--- src/rtl/grid_loader.sv ---
// grid_loader: framed serial seed writer for the 8x8 Game of Life grid.
// Rows are collected in a shadow buffer and reach seed only after the checksum verifies.
module grid_loader #(
    parameter logic [7:0]  SYNC_BYTE = 8'hA5,
    parameter logic [15:0] TIMEOUT   = 16'd255
) (
    input  logic        clk,
    input  logic        _rst,
    input  logic [7:0]  in_data,
    input  logic        in_valid,
    output logic        in_ready,
    output logic [63:0] seed,
    output logic        load,
    input  logic        load_ack,
    output logic        err,
    output logic        busy,
    output logic [1:0]  dbg_state
);

    // Handshake: a byte moves on a rising edge where in_valid & in_ready are both high,
    // and in_data is only looked at on such an edge. load stays high until an edge with load_ack.
    typedef enum logic [1:0] {
        S_IDLE   = 2'd0,
        S_ROWS   = 2'd1,
        S_CHECK  = 2'd2,
        S_COMMIT = 2'd3
    } state_e;

    state_e      state_q, state_d;
    logic [2:0]  row_cnt_q, row_cnt_d;
    logic [15:0] timer_q, timer_d;
    logic [7:0]  xor_q, xor_d;
    logic [63:0] shadow_q, shadow_d;
    logic [63:0] seed_q, seed_d;
    logic        load_q, load_d;
    logic        err_q, err_d;
    logic        xfer;
    logic        timeout_hit;

    assign in_ready  = _rst && (state_q != S_COMMIT);
    assign busy      = (state_q != S_IDLE);
    assign dbg_state = state_q;
    assign seed      = seed_q;
    assign load      = load_q;
    assign err       = err_q;

    assign xfer = in_valid && in_ready;

    // Aborts on the TIMEOUT-th consecutive idle edge; a transfer on that edge wins.
    assign timeout_hit = (TIMEOUT != 16'd0) && (timer_q == TIMEOUT - 16'd1) && !xfer;

    always_comb begin
        state_d   = state_q;
        row_cnt_d = row_cnt_q;
        timer_d   = timer_q;
        xor_d     = xor_q;
        shadow_d  = shadow_q;
        seed_d    = seed_q;
        load_d    = load_q;
        err_d     = 1'b0;

        case (state_q)
            S_IDLE: begin
                timer_d = 16'd0;
                if (xfer && (in_data == SYNC_BYTE)) begin
                    state_d   = S_ROWS;
                    row_cnt_d = 3'd0;
                    xor_d     = 8'd0;
                end
            end

            S_ROWS: begin
                if (xfer) begin
                    // Byte MSB is column 0 of the row.
                    for (int c = 0; c < 8; c++) begin
                        shadow_d[{row_cnt_q, 3'(c)}] = in_data[3'(7 - c)];
                    end
                    xor_d     = xor_q ^ in_data;
                    timer_d   = 16'd0;
                    row_cnt_d = row_cnt_q + 3'd1;
                    if (row_cnt_q == 3'd7) begin
                        state_d = S_CHECK;
                    end
                end else if (timeout_hit) begin
                    err_d   = 1'b1;
                    timer_d = 16'd0;
                    state_d = S_IDLE;
                end else begin
                    timer_d = timer_q + 16'd1;
                end
            end

            S_CHECK: begin
                if (xfer) begin
                    timer_d = 16'd0;
                    if (in_data == xor_q) begin
                        seed_d  = shadow_q;
                        load_d  = 1'b1;
                        state_d = S_COMMIT;
                    end else begin
                        err_d   = 1'b1;
                        state_d = S_IDLE;
                    end
                end else if (timeout_hit) begin
                    err_d   = 1'b1;
                    timer_d = 16'd0;
                    state_d = S_IDLE;
                end else begin
                    timer_d = timer_q + 16'd1;
                end
            end

            S_COMMIT: begin
                if (load_ack) begin
                    load_d  = 1'b0;
                    state_d = S_IDLE;
                end
            end

            default: begin
                state_d = S_IDLE;
            end
        endcase
    end

    always_ff @(posedge clk) begin
        if (!_rst) begin
            state_q   <= S_IDLE;
            row_cnt_q <= 3'd0;
            timer_q   <= 16'd0;
            xor_q     <= 8'd0;
            shadow_q  <= 64'd0;
            seed_q    <= 64'd0;
            load_q    <= 1'b0;
            err_q     <= 1'b0;
        end else begin
            state_q   <= state_d;
            row_cnt_q <= row_cnt_d;
            timer_q   <= timer_d;
            xor_q     <= xor_d;
            shadow_q  <= shadow_d;
            seed_q    <= seed_d;
            load_q    <= load_d;
            err_q     <= err_d;
        end
    end

endmodule

--- config.mk ---
export PLATFORM = sky130hd
export DESIGN_NAME = grid_loader
export DESIGN_NICKNAME = d
export VERILOG_FILES = /design/src/rtl/grid_loader.sv
export SDC_FILE = /design/constraint.sdc
export NUM_CORES = 1
export LEC_CHECK = 0
export BUFFER_PORTS_ARGS = -buffer_cell sky130_fd_sc_hd__buf_2
export CAP_MARGIN = 30
export CORE_ASPECT_RATIO = 0.7
export CORE_MARGIN = 5
export CORE_UTILIZATION = 59
export CTS_CLUSTER_SIZE = 40
export DETAILED_ROUTE_END_ITERATION = 12
export PLACE_DENSITY = 0.94
export SLEW_MARGIN = 20
export SYNTH_ARGS = -nofsm -noshare
export SYNTH_HDL_FRONTEND = slang
export SYNTH_SLANG_ARGS = --single-unit
--- constraint.sdc ---
create_clock -name clk -period 4.5 [get_ports clk]
set_input_delay 0.9 -clock clk [delete_from_list [all_inputs] [get_ports clk]]
set_output_delay 0.9 -clock clk [all_outputs]
set_load 0.02 [all_outputs]
## Yosys cells after proc, flatten, opt, wreduce, memory -nomap -nowiden

Index checks and enable logic that the tools add are counted.

| operators by class | value |
|---|---|
| equality and inequality tests | 14 |
| bitwise operators | 1 |
| shifts and indexed selects | 0 |
| reductions and logical operators | 24 |
| order comparisons | 16 |
| $mul | 0 |
| add/subtract/negate cells | 2 |
| divide/modulo/power cells | 0 |
| multiplexer cells | 50 |

Operators by type and width:

| kind | number |
|---|---|
| bitwise mux 64 bit | 8 |
| < comparator 6 x 7 -> 1 bit (second input constant) | 8 |
| >= comparator 6 x 1 -> 1 bit (second input constant) | 8 |
| two-way mux 16 bit | 2 |
| one-hot mux 16 bit (2 select lines) | 1 |
| demux 1 bit (select 3 bit) | 8 |
| adder 16 x 1 -> 16 bit (second input constant) | 1 |
| equality test 16 x 8 -> 1 bit (second input constant) | 1 |
| two-way mux 8 bit | 2 |
| one-hot mux 8 bit (2 select lines) | 1 |
| two-way mux 1 bit | 15 |
| two-way mux 2 bit | 7 |
| logical AND 1 bit | 12 |
| != test 2 bit (second input constant) | 6 |
| AND reduction 3 bit | 3 |
| equality test 8 bit | 1 |
| equality test 8 bit (second input constant) | 1 |
| one-hot mux 2 bit (4 select lines) | 1 |
| nonzero test 2 bit | 4 |
| bitwise XOR 8 bit | 1 |
| two-way mux 3 bit | 2 |
| one-hot mux 3 bit (2 select lines) | 1 |
| equality test 2 bit (second input constant) | 2 |
| one-hot mux 1 bit (2 select lines) | 2 |
| 9 further kinds | 9 |

| word-level totals | value |
|---|---|
| memories | 0 |
| bits in writable memories | 0 |
| register bits after elaboration | 159 |
| bits in latches | 0 |
| output and inout port bits | 70 |
| input port bits | 12 |
| logic and storage cells | 115 |
| bits in read-only memories | 0 |

## Longest topological paths before layout

| depth | value |
|---|---|
| word-level depth | 12 |
| gate-level depth with buffers | 9 |
| mapped depth without buffers | 8 |

## Least setup slack after synthesis

OpenSTA, ideal clock, no wires.

| path | value |
|---|---|
| kind | input -> output |
| start point | input port _rst |
| end point | output port in_ready |
| required time | 3600 ps |
| arrival time | 1679 ps |
| slack | 1921 ps |
| stages | 4 |
| path buffers | 2 |
| cells stage by stage | inv_1 -> clkbuf_1 -> clkbuf_1 -> nor2_1 |

| between the ends | value |
|---|---|
| cells in the longest elaborated chain, start to end | 1 |

RTL lines:

| item | line | RTL |
|---|---|---|
| start: declaration | 8 | `input logic _rst,` |
| logical AND 1 bit | 40 | `assign in_ready = _rst && (state_q != S_COMMIT);` |
| end: declaration | 11 | `output logic in_ready,` |

No other way between the ends.

## Final worst setup path

| path | value |
|---|---|
| start point | input port in_data[0] |
| end point | register seed_q[37] (netlist: seed[37]) |

| between the ends | value |
|---|---|
| cells in the longest elaborated chain, start to end | 2 |

RTL lines:

| item | line | RTL |
|---|---|---|
| start: declaration | 9 | `input logic [7:0] in_data,` |
| equality test 8 bit | 96 | `if (in_data == xor_q) begin` |
| AND reduction 3 bit (no source line) | n/a |  |
| end signal: assignment | 133 | `seed_q <= 64'd0;` |
| end signal: assignment | 142 | `seed_q <= seed_d;` |
| end: declaration | 34 | `logic [63:0] seed_q, seed_d;` |

No other way between the ends.
A chain may end at the register's enable or synchronous reset.

==> results.cfg <==
[worst_setup_path]
worstPathArrival_ns = 3.17
critical_path_class = in2reg
reg2regPathDepth = 7
worst_setup_path_end_kind = flop
required_ns = 4.72
worstPathMaxFanout = 20
crit_path_start_kind = input pin

[place]
dpl.hpwl_um = 6510
place_inst = 598
gp_congestion = 0.868
portBuffers = 49

[pwr]
power_density_nw_per_um2 = 338
internal_power_uw = 1240
p_sw_uw = 357
pwr-share-seq = 0.527
clockPowerShare = 0.433
p_leak_uw = 0.00200
total_power_uw = 1590
swShare = 0.224
power_frac_comb = 0.040
irDropWorstVdd_mv = 0.163

[detailed_routing]
dr_total_vias = 3318
route.antenna.remaining_nets = 0
vias_per_cell = 5.40
first_iter_violations = 253
drc = 0
totalWireLength_um = 9570
dr.pass1.iters = 5
wire_per_inst_um = 15.6

[final_layout]
layout.nets = 534
final_cell_count_no_fill = 615
final_util = 0.652
diodes = 0
fill_cells = 541
syn_to_final_growth_pct = 8.63
layout-drive-gt1-share = 0.143

[sta]
setup_viol = 0
fin_crit_sh = 0.654
finalHoldViolations = 0
rsz0062_at_grt = no
hold_slack_ns = 0.471
skew_ns = 0.00671
slew_headroom = 0.410
slew_viol_final = 0
tightest_slew_ns = 0.880
min_period_ns = 2.94
tns_ns = 0
max_freq_ghz = 0.340

[hold_path]
hold_depth = 2
hold_path.class = reg2reg

[yosys]
syn_area_sq_um = 4340
ys_seq_area_frac = 0.439
yosys_warnings = 0
syn_area_per_cell_sq_um = 9.07
synthMuxAreaShare = 0.139
synth_seq_cells = 95
synthArstFlopShare = 0
synthCells = 478
synth-main-ff-cell = dfxtp_1
synth_top_family_by_area = simple AND/OR/NAND/NOR gates
synth-compound-area-share = 0.0638
synth_edf_count = 0
synthTopCellsByArea = dfxtp_1, mux2i_1, nor2_1
synthXorXnorAreaFrac = 0.0263
yosys.area.top_type = dfxtp_1
synth-simple-area-share = 0.198
synth_top_area_share = 0.439
synthAdderAreaFrac = 0.0289
synth.distinct_cells = 46

[die]
rows = 26
core_region_area_sq_um = 7220
die_w_um = 112
die_y_um = 81.7
io_pins = 82
initial_utilization = 0.600
die-area_sq_um = 9190

[clock_network]
cts.htree.levels = 3
post_cts_buffers = 0
numClockSinks = 95
cts_buffers = 9
clock-root-buffer = clkbuf_8
cts_buffer_depth = 2
clkTransAtPathRegs_ns = 0.09
cts_tree = yes
ctsHoldBuffers = 0
cts.repair.resized = 0
worstSkewPairLatency_ns = 0.37

[global_route]
grt_antenna_before_repair = 0
grt_first_pass_wirelength_um = 15600
grt_start_max_net_pins = 76
grt_pass1_vias = 3341
grt_usage = 0.211
gr-total-overflow = 0

[run]
maxCapViolations = 0

[status]
outcome = finished clean
[per-layer routing]
layer	routed length, um	track usage
met5	0	0
met4	165	0.0756
met3	792	0.0729
met2	4630	0.367
met1	3980	0.246
[Yosys cell counts (3+ instances only)]
master	n
a21oi_1	21
and3_1	6
buf_12	3
buf_4	32
clkbuf_1	22
dfxtp_1	95
ha_1	10
inv_1	14
mux2i_1	60
nand2_1	31
nand2b_1	7
nand3_1	15
nand3b_1	4
nand4_1	4
nor2_1	87
nor2b_1	6
o21ai_0	5
o22ai_1	5
o32ai_1	4
or3_1	4
xnor2_1	3
xor2_1	10
[layout by cell type (no fill, tap or decap), types with 13 or more instances in the layout]
master,n
inv_1,13
mux2i_1,60
nand3_1,15
buf_2,49
nor2_1,87
dfxtp_1,95
a21oi_1,21
nand2_1,31
conb_1,32
[sequential cells by signal (all words and copies together), names as in the netlist]
signal     count
err            1
dbg_state      2
load           1
xor_q          8
shadow_q      32
row_cnt_q      3
timer_q       16
seed          32
[metrics by stage]
step | instance area [sq um] | worst slack (ns)
6_report | 4710 | 1.56
5_1_grt | 4710 | 1.45
4_1_cts | 4680 | 1.40
3_5_place_dp | 4430 | 1.05
3_3_place_gp | 4430 | 1.18
2_1_floorplan | 4450 | 1.92
[cells by family (layout without fill, tap and decap cells)]
group,Yosys count,count (layout)
buffers and inverters,74,82
muxes,60,60
DFF,95,95
AOI/OAI and AO/OA,45,45
and+or+nand+nor,180,180
other,1,32
xor gates and xnor gates,13,13
adders and majority gates,10,10
[final timing paths]
path                            slack [ns]           end          from
worst min-delay path                  0.47  shadow_q[15]  shadow_q[15]
worst max register to register        1.95      seed[37]      xor_q[0]
worst min register to register        0.47  shadow_q[15]  shadow_q[15]
worst max-delay path                  1.56      seed[37]    in_data[0]
[final cells by class]
type | instances | area [sq um] | share of cell area
multi-input cells | 340 | 2100 | 0.445
flip-flops and latches | 95 | 1900 | 0.404
repair buffers | 51 | 280 | 0.0595
clock buffers | 10 | 138 | 0.0292
well taps | 98 | 123 | 0.0260
clock inverters | 6 | 115 | 0.0244
inverters | 15 | 56.3 | 0.0120
[power by group through the flow]
| stage | Clock (uW) | Combinational [uW] | Sequential (uW) |
|---|---|---|---|
| 2_1_floorplan | 0 | 68.9 | 860 |
| 3_3_place_gp | 0 | 60.7 | 860 |
| 3_5_place_dp | 0 | 61.3 | 860 |
| 4_1_cts | 694 | 61.6 | 840 |
| 5_1_grt | 736 | 68.4 | 840 |
| 6_report | 690 | 63.1 | 840 |
[worst max-delay path: stages]
cell      delay [ns]
buf_2           0.24
nor2b_1         0.08
a2111o_1        0.41
nor4_2          0.37
and3_2          0.59
buf_16          0.25
mux2i_1         0.24
nor2_1          0.07
Note: power is estimated with default switching activity, not from simulation.
